## src/rtl/mult_exec_stage_pkg.sv

```systemverilog
// mult_exec_stage_pkg: shared types for the multiply unit (func encoding, stage packet, CDB request, RS ready entry)
`ifndef ROB_TAG_LEN
`define ROB_TAG_LEN 6
`endif
package mult_exec_stage_pkg;
   localparam int XLEN = 32;
   localparam int ROB_TAG_LEN = `ROB_TAG_LEN;
   localparam int MUL_MAX_STAGES = 8;
   typedef enum logic [2:0] {
      MUL    = 3'd0,
      MULH   = 3'd1,
      MULHSU = 3'd2,
      MULHU  = 3'd3
   } mul_func_t;
   typedef struct packed {
      logic [ROB_TAG_LEN-1:0] rob_tag;
      logic [2:0]             func;
      logic [XLEN-1:0]        rs1_value;
      logic [XLEN-1:0]        rs2_value;
   } instr_ready_entry_t;
   typedef struct packed {
      logic                   valid;
      logic [ROB_TAG_LEN-1:0] rob_tag;
      logic [XLEN-1:0]        value;
   } cdb_data_t;
   typedef struct packed {
      logic                   valid;
      logic [ROB_TAG_LEN-1:0] rob_tag;
      logic [2:0]             func;
      logic [32:0]            mcand;
      logic [32:0]            mplier;
      logic [65:0]            acc;
   } mul_stage_packet_t;
   function automatic cdb_data_t mk_cdb(input logic v, input logic [ROB_TAG_LEN-1:0] tag, input logic [2:0] f, input logic [63:0] prod);
      mk_cdb.valid = v;
      mk_cdb.rob_tag = tag;
      mk_cdb.value = (f == MULH || f == MULHSU || f == MULHU) ? prod[63:32] : prod[31:0];
   endfunction
endpackage

```

## src/rtl/mult_exec_stage_if.sv

```systemverilog
// mult_exec_stage_if: RS issue / CDB request bundle (issue_valid, issue_entry, cdb_grant in; exec_stall, cdb_req, busy out of the unit)
interface mult_exec_stage_if;
   import mult_exec_stage_pkg::*;
   logic               issue_valid;
   instr_ready_entry_t issue_entry;
   logic               cdb_grant;
   logic               exec_stall;
   cdb_data_t          cdb_req;
   logic               busy;
   modport master (output issue_valid, issue_entry, cdb_grant, input exec_stall, cdb_req, busy);
   modport slave (input issue_valid, issue_entry, cdb_grant, output exec_stall, cdb_req, busy);
endinterface

```

## src/rtl/mult_partial_stage.sv

```systemverilog
// mult_partial_stage: combinational W-bit slice of the multiply; pkt_i in, pkt_o = pkt_i with acc += partial products of mplier bits [idx*W +: W]
module mult_partial_stage
   import mult_exec_stage_pkg::*;
#(
   parameter int W = 8
) (
   input  logic [2:0]        idx,
   input  mul_stage_packet_t pkt_i,
   output mul_stage_packet_t pkt_o
);
   logic [65:0] mc;
   logic [65:0] term;
   logic [65:0] sum;
   logic [5:0]  j;
   always_comb begin
      mc = {{33{pkt_i.mcand[32]}}, pkt_i.mcand};
      sum = pkt_i.acc;
      term = '0;
      j = '0;
      for (int i = 0; i < W; i++) begin
         j = 6'(int'(idx) * W + i);
         term = pkt_i.mplier[j] ? (mc << j) : '0;
         // bit 31 of a sign-extended multiplier carries weight -2^31
         sum = (j == 6'd31 && pkt_i.mplier[32]) ? sum - term : sum + term;
      end
      pkt_o = pkt_i;
      pkt_o.acc = sum;
   end
endmodule

```

## src/rtl/mult_exec_stage.sv

```systemverilog
// mult_exec_stage: pipelined MUL/MULH/MULHSU/MULHU unit (clk, reset, bus: RS issue in, exec_stall/cdb_req/busy out, cdb_grant in; MULT_PERF_CNT_EN adds perf_issued/perf_stall_cycles)
module mult_exec_stage
   import mult_exec_stage_pkg::*;
#(
   parameter int MUL_STAGES = 4
) (
   input logic clk,
   input logic reset,
   mult_exec_stage_if.slave bus
`ifdef MULT_PERF_CNT_EN
   ,
   output logic [31:0] perf_issued,
   output logic [31:0] perf_stall_cycles
`endif
);
   localparam int W = XLEN / MUL_STAGES;
   mul_stage_packet_t issue_pkt;
   mul_stage_packet_t stg_in [MUL_STAGES];
   mul_stage_packet_t stg_out [MUL_STAGES];
   mul_stage_packet_t pipe [MUL_STAGES];
   cdb_data_t cdb_q;
   logic advance;
   logic busy_c;
   assign advance = !cdb_q.valid | bus.cdb_grant;
   assign bus.exec_stall = bus.issue_valid & !advance;
   assign bus.cdb_req = cdb_q;
   assign bus.busy = busy_c;
   always_comb begin
      issue_pkt = '0;
      issue_pkt.valid = bus.issue_valid;
      issue_pkt.rob_tag = bus.issue_entry.rob_tag;
      issue_pkt.func = bus.issue_entry.func;
      issue_pkt.mcand = {(bus.issue_entry.func == MULH || bus.issue_entry.func == MULHSU) & bus.issue_entry.rs1_value[31], bus.issue_entry.rs1_value};
      issue_pkt.mplier = {(bus.issue_entry.func == MULH) & bus.issue_entry.rs2_value[31], bus.issue_entry.rs2_value};
   end
   // pipe[k] registers the output of slice k; the last slice feeds cdb_q directly
   for (genvar k = 0; k < MUL_STAGES; k++) begin : g_stage
      if (k == 0) begin : g_first
         assign stg_in[k] = issue_pkt;
      end else begin : g_next
         assign stg_in[k] = pipe[k-1];
      end
      mult_partial_stage #(.W(W)) u_stage (.idx(3'(k)), .pkt_i(stg_in[k]), .pkt_o(stg_out[k]));
   end
   always_ff @(posedge clk) begin
      if (reset) begin
         cdb_q <= '0;
         for (int k = 0; k < MUL_STAGES; k++) pipe[k] <= '0;
      end else if (advance) begin
         cdb_q <= mk_cdb(stg_out[MUL_STAGES-1].valid, stg_out[MUL_STAGES-1].rob_tag, stg_out[MUL_STAGES-1].func, stg_out[MUL_STAGES-1].acc[63:0]);
         for (int k = 0; k < MUL_STAGES - 1; k++) pipe[k] <= stg_out[k];
      end
   end
   always_comb begin
      busy_c = cdb_q.valid;
      for (int k = 0; k < MUL_STAGES - 1; k++) busy_c = busy_c | pipe[k].valid;
   end
`ifdef MULT_PERF_CNT_EN
   always_ff @(posedge clk) begin
      if (reset) begin
         perf_issued <= '0;
         perf_stall_cycles <= '0;
      end else begin
         perf_issued <= perf_issued + 32'(bus.issue_valid & advance);
         perf_stall_cycles <= perf_stall_cycles + 32'(bus.exec_stall);
      end
   end
`endif
endmodule

```

## src/flat_wrapper.sv

```systemverilog
// flat-port wrapper written by rule: the top's interface ports become plain ports
module mult_exec_stage_flat import mult_exec_stage_pkg::*;
#(
   parameter int MUL_STAGES = 4
)
  (clk, reset, bus_issue_valid, bus_issue_entry, bus_cdb_grant, bus_exec_stall, bus_cdb_req, bus_busy);
  mult_exec_stage_if bus_i ();
  input logic clk;
  input logic reset;
  input wire logic [$bits(bus_i.issue_valid)-1:0] bus_issue_valid;
  input wire logic [$bits(bus_i.issue_entry)-1:0] bus_issue_entry;
  input wire logic [$bits(bus_i.cdb_grant)-1:0] bus_cdb_grant;
  output wire logic [$bits(bus_i.exec_stall)-1:0] bus_exec_stall;
  output wire logic [$bits(bus_i.cdb_req)-1:0] bus_cdb_req;
  output wire logic [$bits(bus_i.busy)-1:0] bus_busy;
  assign bus_i.issue_valid = bus_issue_valid;
  assign bus_i.issue_entry = bus_issue_entry;
  assign bus_i.cdb_grant = bus_cdb_grant;
  assign bus_exec_stall = bus_i.exec_stall;
  assign bus_cdb_req = bus_i.cdb_req;
  assign bus_busy = bus_i.busy;
  mult_exec_stage #(.MUL_STAGES(MUL_STAGES)) u_core (.clk(clk), .reset(reset), .bus(bus_i));
endmodule
```

## config.mk

```make
export PLATFORM = sky130hd
export DESIGN_NAME = mult_exec_stage_flat
export DESIGN_NICKNAME = d
export VERILOG_FILES = /design/src/rtl/mult_exec_stage_pkg.sv /design/src/rtl/mult_exec_stage_if.sv /design/src/rtl/mult_partial_stage.sv /design/src/rtl/mult_exec_stage.sv /design/src/flat_wrapper.sv
export SDC_FILE = /design/constraint.sdc
export NUM_CORES = 2
export LEC_CHECK = 0
export CAP_MARGIN = 20
export CORE_MARGIN = 8
export CORE_UTILIZATION = 55
export CTS_CLUSTER_DIAMETER = 80
export DETAILED_ROUTE_END_ITERATION = 16
export DONT_BUFFER_PORTS = 1
export PLACE_DENSITY = 0.76
export SYNTH_ARGS = -nofsm -noshare
export SYNTH_HDL_FRONTEND = slang
export SYNTH_SLANG_ARGS = --single-unit
export TNS_END_PERCENT = 10
```

## constraint.sdc

```tcl
create_clock -name clk -period 10.4 [get_ports clk]
set_input_delay 0.52 -clock clk [delete_from_list [all_inputs] [get_ports clk]]
set_output_delay 0.52 -clock clk [all_outputs]
set_load 0.02 [all_outputs]
```

### Yosys cells after proc, flatten, opt, wreduce, memory -nomap -nowiden

Memories as Yosys holds them, arrays and structs flattened.
Index checks and enable logic that the tools add are counted.

* $add $sub $neg: 32
* eq/ne operators: 5
* muxes and demuxes: 42
* bitwise logic cells: 10
* reductions and logical operators: 5

Operator list (number)
* two-way mux 66 bit: 24
* adder 66 bit: 23
* two-way mux 64 bit: 9
* adder 64 bit: 8
* two-way mux 142 bit: 3
* subtractor 64 bit: 1
* two-way mux 32 bit: 1
* equality test 3 x 2 -> 1 bit (second input constant): 3
* OR 1 bit: 7
* equality test 3 x 1 -> 1 bit (second input constant): 2
* two-way mux 1 bit: 5
* AND 1 bit: 3
* logical OR 1 bit: 3
* logical NOT 1 bit: 2

* register bits after elaboration: 39
* RAM bits: 568
* bits of input ports: 77
* output and inout port bits: 41
* logic and storage cells: 98
* memories kept: 1

Memory list
* u_core.pipe: words 4, width 142, rd ports 3, clocked after memory_dff 0, wr ports 4, line mult_exec_stage.sv:20 `mul_stage_packet_t pipe [MUL_STAGES];`

### Depth between registers and ports, before layout

* word-level depth: 12
* depth in mapped cells: 32
* mapped depth without buffers: 31

### Cells and area by module

Synthesis repeated with hierarchy kept, for this count alone.

* cells, all modules: 19623
* area, all modules: 140310.8 µm²

Modules (own cells, without submodules)
* mult_partial_stage (u_core.g_stage[2].u_stage): times used 1, cells each 4656, area each 30863.4 µm², seq. area each 0.0 µm²
* mult_partial_stage (u_core.g_stage[3].u_stage): times used 1, cells each 4676, area each 30798.3 µm², seq. area each 0.0 µm²
* mult_partial_stage (u_core.g_stage[1].u_stage): times used 1, cells each 4631, area each 30770.8 µm², seq. area each 0.0 µm²
* mult_partial_stage (u_core.g_stage[0].u_stage): times used 1, cells each 4626, area each 30719.5 µm², seq. area each 0.0 µm²
* mult_exec_stage: times used 1, cells each 1034, area each 17159.0 µm², seq. area each 13573.0 µm²

### Worst setup path before layout

No wires, ideal clock.

* kind: input -> register
* from: in bus_cdb_grant
* to: reg u_core.cdb_q, in the netlist u_core.bus.cdb_req[38]
* setup time: 0.500 ns
* arrival time: 8.622 ns
* required time: 9.900 ns
* slack: 1.278 ns
* stages on the path: 5
* path buffers: 1
* path through: nor2b_1 -> nor2b_1 -> clkbuf_1 -> inv_1 -> o21ai_0

* word-level cells in the longest chain between the ends: 1

RTL lines
* start: declaration: line flat_wrapper.sv:12 `input wire logic [$bits(bus_i.cdb_grant)-1:0] bus_cdb_grant;`
* OR 1 bit: line mult_exec_stage.sv:24 `assign advance = !cdb_q.valid | bus.cdb_grant;`
* end signal: assignment: line mult_exec_stage.sv:50 `cdb_q <= mk_cdb(stg_out[MUL_STAGES-1].valid, stg_out[MUL_STAGES-1].rob_tag, stg_out[MUL_STAGES-1].func, stg_ou ...`
* end: declaration: line mult_exec_stage.sv:21 `cdb_data_t cdb_q;`

No other way between the ends.
A chain may end at the register's enable or synchronous reset.

==> flow_summary.toml <==
[power]
p_int_uw = 5380
p_seq_share_pct = 25.5
ir_drop_uv = 114
p_comb_share_pct = 58.6
p_per_area_mw_per_mm2 = 166
switching_share_pct = 44.5
p_leak_uw = 0.0272
power_switching_uw = 4320
clockPowerShare_pct = 15.9

[layout]
area_growth_syn_to_layout_pct = 4.38
layout.nets = 6959
final_area_mm2 = 0.0585
layout-drive-gt1-share_pct = 2.35
instances_no_fill = 7042
fin_util_pct = 57.7

[timing]
min_period_ns = 7.75
setup_viol_count_final = 0
rsz0062_at_grt = "false"
relSlewSlack_pct = 29.1
fin_tns_setup_ns = 0
skew_ns = 0.0430
report.final.hold_viol_count = 0
worst_slew_pin_slew_ns = 1.06
drv_slew = 0
clock.fmax_mhz = 129
fin_crit_sh_pct = 74.5
hold_ws_ns = 0.0594

[yosys]
yosysWarnings = 0
syn_inst = 5839
ys_seq_area_share_pct = 21.3
synth_top_area_cell = "fa_1"
synth_edf_count = 372
async_flop_share_pct = 0
synth_area_mm2 = 0.0561
synth_seq_cells = 411
synth.top_cell.area_share_pct = 35.8
synth.top_cells.by_count = "inv_1 (1,079), fa_1 (1,004), and2_1 (712)"
synth_fp_nets = 7167
synth.most_common_cell = "inv_1"
synth.distinct_cells = 77
synth_area_leaders = "fa_1 (36%), edfxtp_1 (20%), and2_1 (7.9%)"
syn_avg_cell_area_um2 = 9.61
synth-main-ff-cell = "edfxtp_1"

[global_route]
grt_pass1_wl_um = 208000
antenna_found_initial = 11
grt_overflow = 0
grt_pass1_vias = 40700
track_usage_pct = 22.5
grt_max_degree = 105

[critical_path]
timing.rr.start = "u_core.pipe[0][377]$_SDFFCE_PN0P_"
slowest_delay_ns = 0.62
cp_slowest_cell = "o41ai_1"
ff2ff_setup_slack_ns = 2.65
worstReg2RegEnd = "u_core.bus.cdb_req[29]$_SDFFE_PP0P_"
setup.worst_path.start_class = "flip-flop"
rr_worst_depth = 29
cp.required_ns = 10.92
critPathKind = "flip-flop to flip-flop"
critPathArrivalTime_ns = 8.26
crit_fanout = 27
cp-end-kind = "flip-flop"

[route]
drtAntennaViolNets = 0
wire_per_inst_um = 17.7
first_pass_iters = 5
drcViolationCount = 0
avgViaCountPerCell = 5.42
routed_wirelength_um = 125000
drt_iter0_drc = 2622
vias = 38200

[clocking]
cts_buffers = 43
htree_levels = 2
cts_hold_buf = 0
root_buffer = "clkbuf_16"
cts_sinks = 411
cts_setup_buffers = 0
cts_resized = 0
clkLatencyLatePin_ns = 0.61
cts.reportedPaths.clkPinSlew_ns = 0.07
clockBufferDepth = 3
cts_tree = "done"

[placement]
dp_hpwl_um = 100000
placedInstanceArea_mm2 = 0.0570
portBuffers = 0
dp.cells = 6952
place_congestion = 0.930

[run_status]
outcome = "finished, final reports clean"

[die]
ios = 118
rows = 117
core_mm2 = 0.101
dieArea_mm2 = 0.112
die_w_um = 335
die_y_um = 335
start_util_pct = 55.3

[flow_run]
drv_cap = 0

[worst_hold_path]
hp-class = "input port to flip-flop"
holdPathEnd = "u_core.bus.cdb_req[38]$_SDFFE_PP0P_"
hold_start = "reset"
hold_depth = 1
cells by family (layout without fill, tap and decap cells):
group / count (synthesis) / count (layout) / synth area share [%]
compound gates: 693 / 693 / 8.01
xor+xnor: 203 / 203 / 3.17
fa+ha+maj: 1251 / 1251 / 41.3
buf+inv: 1365 / 1192 / 9.14
flops: 411 / 411 / 21.3
mux: 6 / 6 / 0.109
other cells: 0 / 8 / 0
simple gates: 1910 / 1910 / 16.9
worst max path at each step:
stage / depth (start not counted) / slack (ns) / end / startpoint
finish: 29 / 2.65 / u_core.bus.cdb_req[29]$_SDFFE_PP0P_ / u_core.pipe[0][377]$_SDFFCE_PN0P_
global route: 30 / 2.16 / u_core.bus.cdb_req[30]$_SDFFE_PP0P_ / u_core.pipe[0][377]$_SDFFCE_PN0P_
CTS: 28 / 2.71 / u_core.bus.cdb_req[29]$_SDFFE_PP0P_ / u_core.pipe[0][379]$_SDFFCE_PN0P_
detailed placement: 28 / 2.77 / u_core.bus.cdb_req[29]$_SDFFE_PP0P_ / u_core.pipe[0][379]$_SDFFCE_PN0P_
global placement: 28 / 2.47 / u_core.bus.cdb_req[29]$_SDFFE_PP0P_ / u_core.pipe[0][377]$_SDFFCE_PN0P_
floorplan: 5 / 1.28 / u_core.bus.cdb_req[38]$_SDFFE_PP0P_ / bus_cdb_grant
critical path, delay by kind of cell (launching register included):
kind	cells	cell delay [ns]
compound gates	11	2.85
fa+ha+maj	6	2.78
buf+inv	4	0.37
xor+xnor	1	0.09
flops	1	0.60
simple gates	7	0.94
state kept, by name (all words and copies together) (netlist names):
name / flops
u_core.pipe: 372
u_core.bus.cdb_req: 39
cell usage in the layout, fill, tap and decap left out, types with 28 or more instances in the layout:
master     instances
buf_4             28
edfxtp_1         372
o21ai_0          128
ha_1             247
clkbuf_16         44
and2_1           712
dfxtp_1           39
a21o_1           116
nor3_1            46
xnor2_1          115
fa_1            1004
inv_1           1078
xor2_1            88
a31oi_1           33
nand3_1           45
nor2_1           256
a21oi_1          207
nand2_1          701
stage by stage:
stage	setup WS, ns	power (uW)
after floorplan	1.28	6880
after global placement	2.47	8000
after detailed placement	2.77	8160
after CTS	2.71	9720
after global routing	2.16	10600
final	2.65	9700
power by group through the flow:
stage / logic [uW] / clock network (uW) / registers [uW]
4_1_cts: 5670 / 1580 / 2470
3_5_place_dp: 5650 / 0 / 2510
3_3_place_gp: 5500 / 0 / 2510
2_1_floorplan: 4520 / 0 / 2360
5_1_grt: 6480 / 1630 / 2500
6_report: 5690 / 1540 / 2470
routing by layer:
layer	GRT usage, %	wire [um]	part of all wire [%]	vias to the layer above
met5	0	82	0.066	-
met4	5.83	2960	2.4	12
met3	3.32	7580	6.1	194
met2	38.3	60500	48	1151
met1	30.2	53700	43	19200
li1	-	-	-	17700
layout make-up:
class                      count  area [um^2]
clock buffer                  53         1150
multi-input combinational   4063        39000
inverter                    1079         4060
antenna                        8         20.0
timing repair buffer          33          348
clock inverter                27          277
fill                        8578        42900
tap                         1368         1710
sequential                   411        12000
No activity file was read; power rests on OpenSTA's default activity.
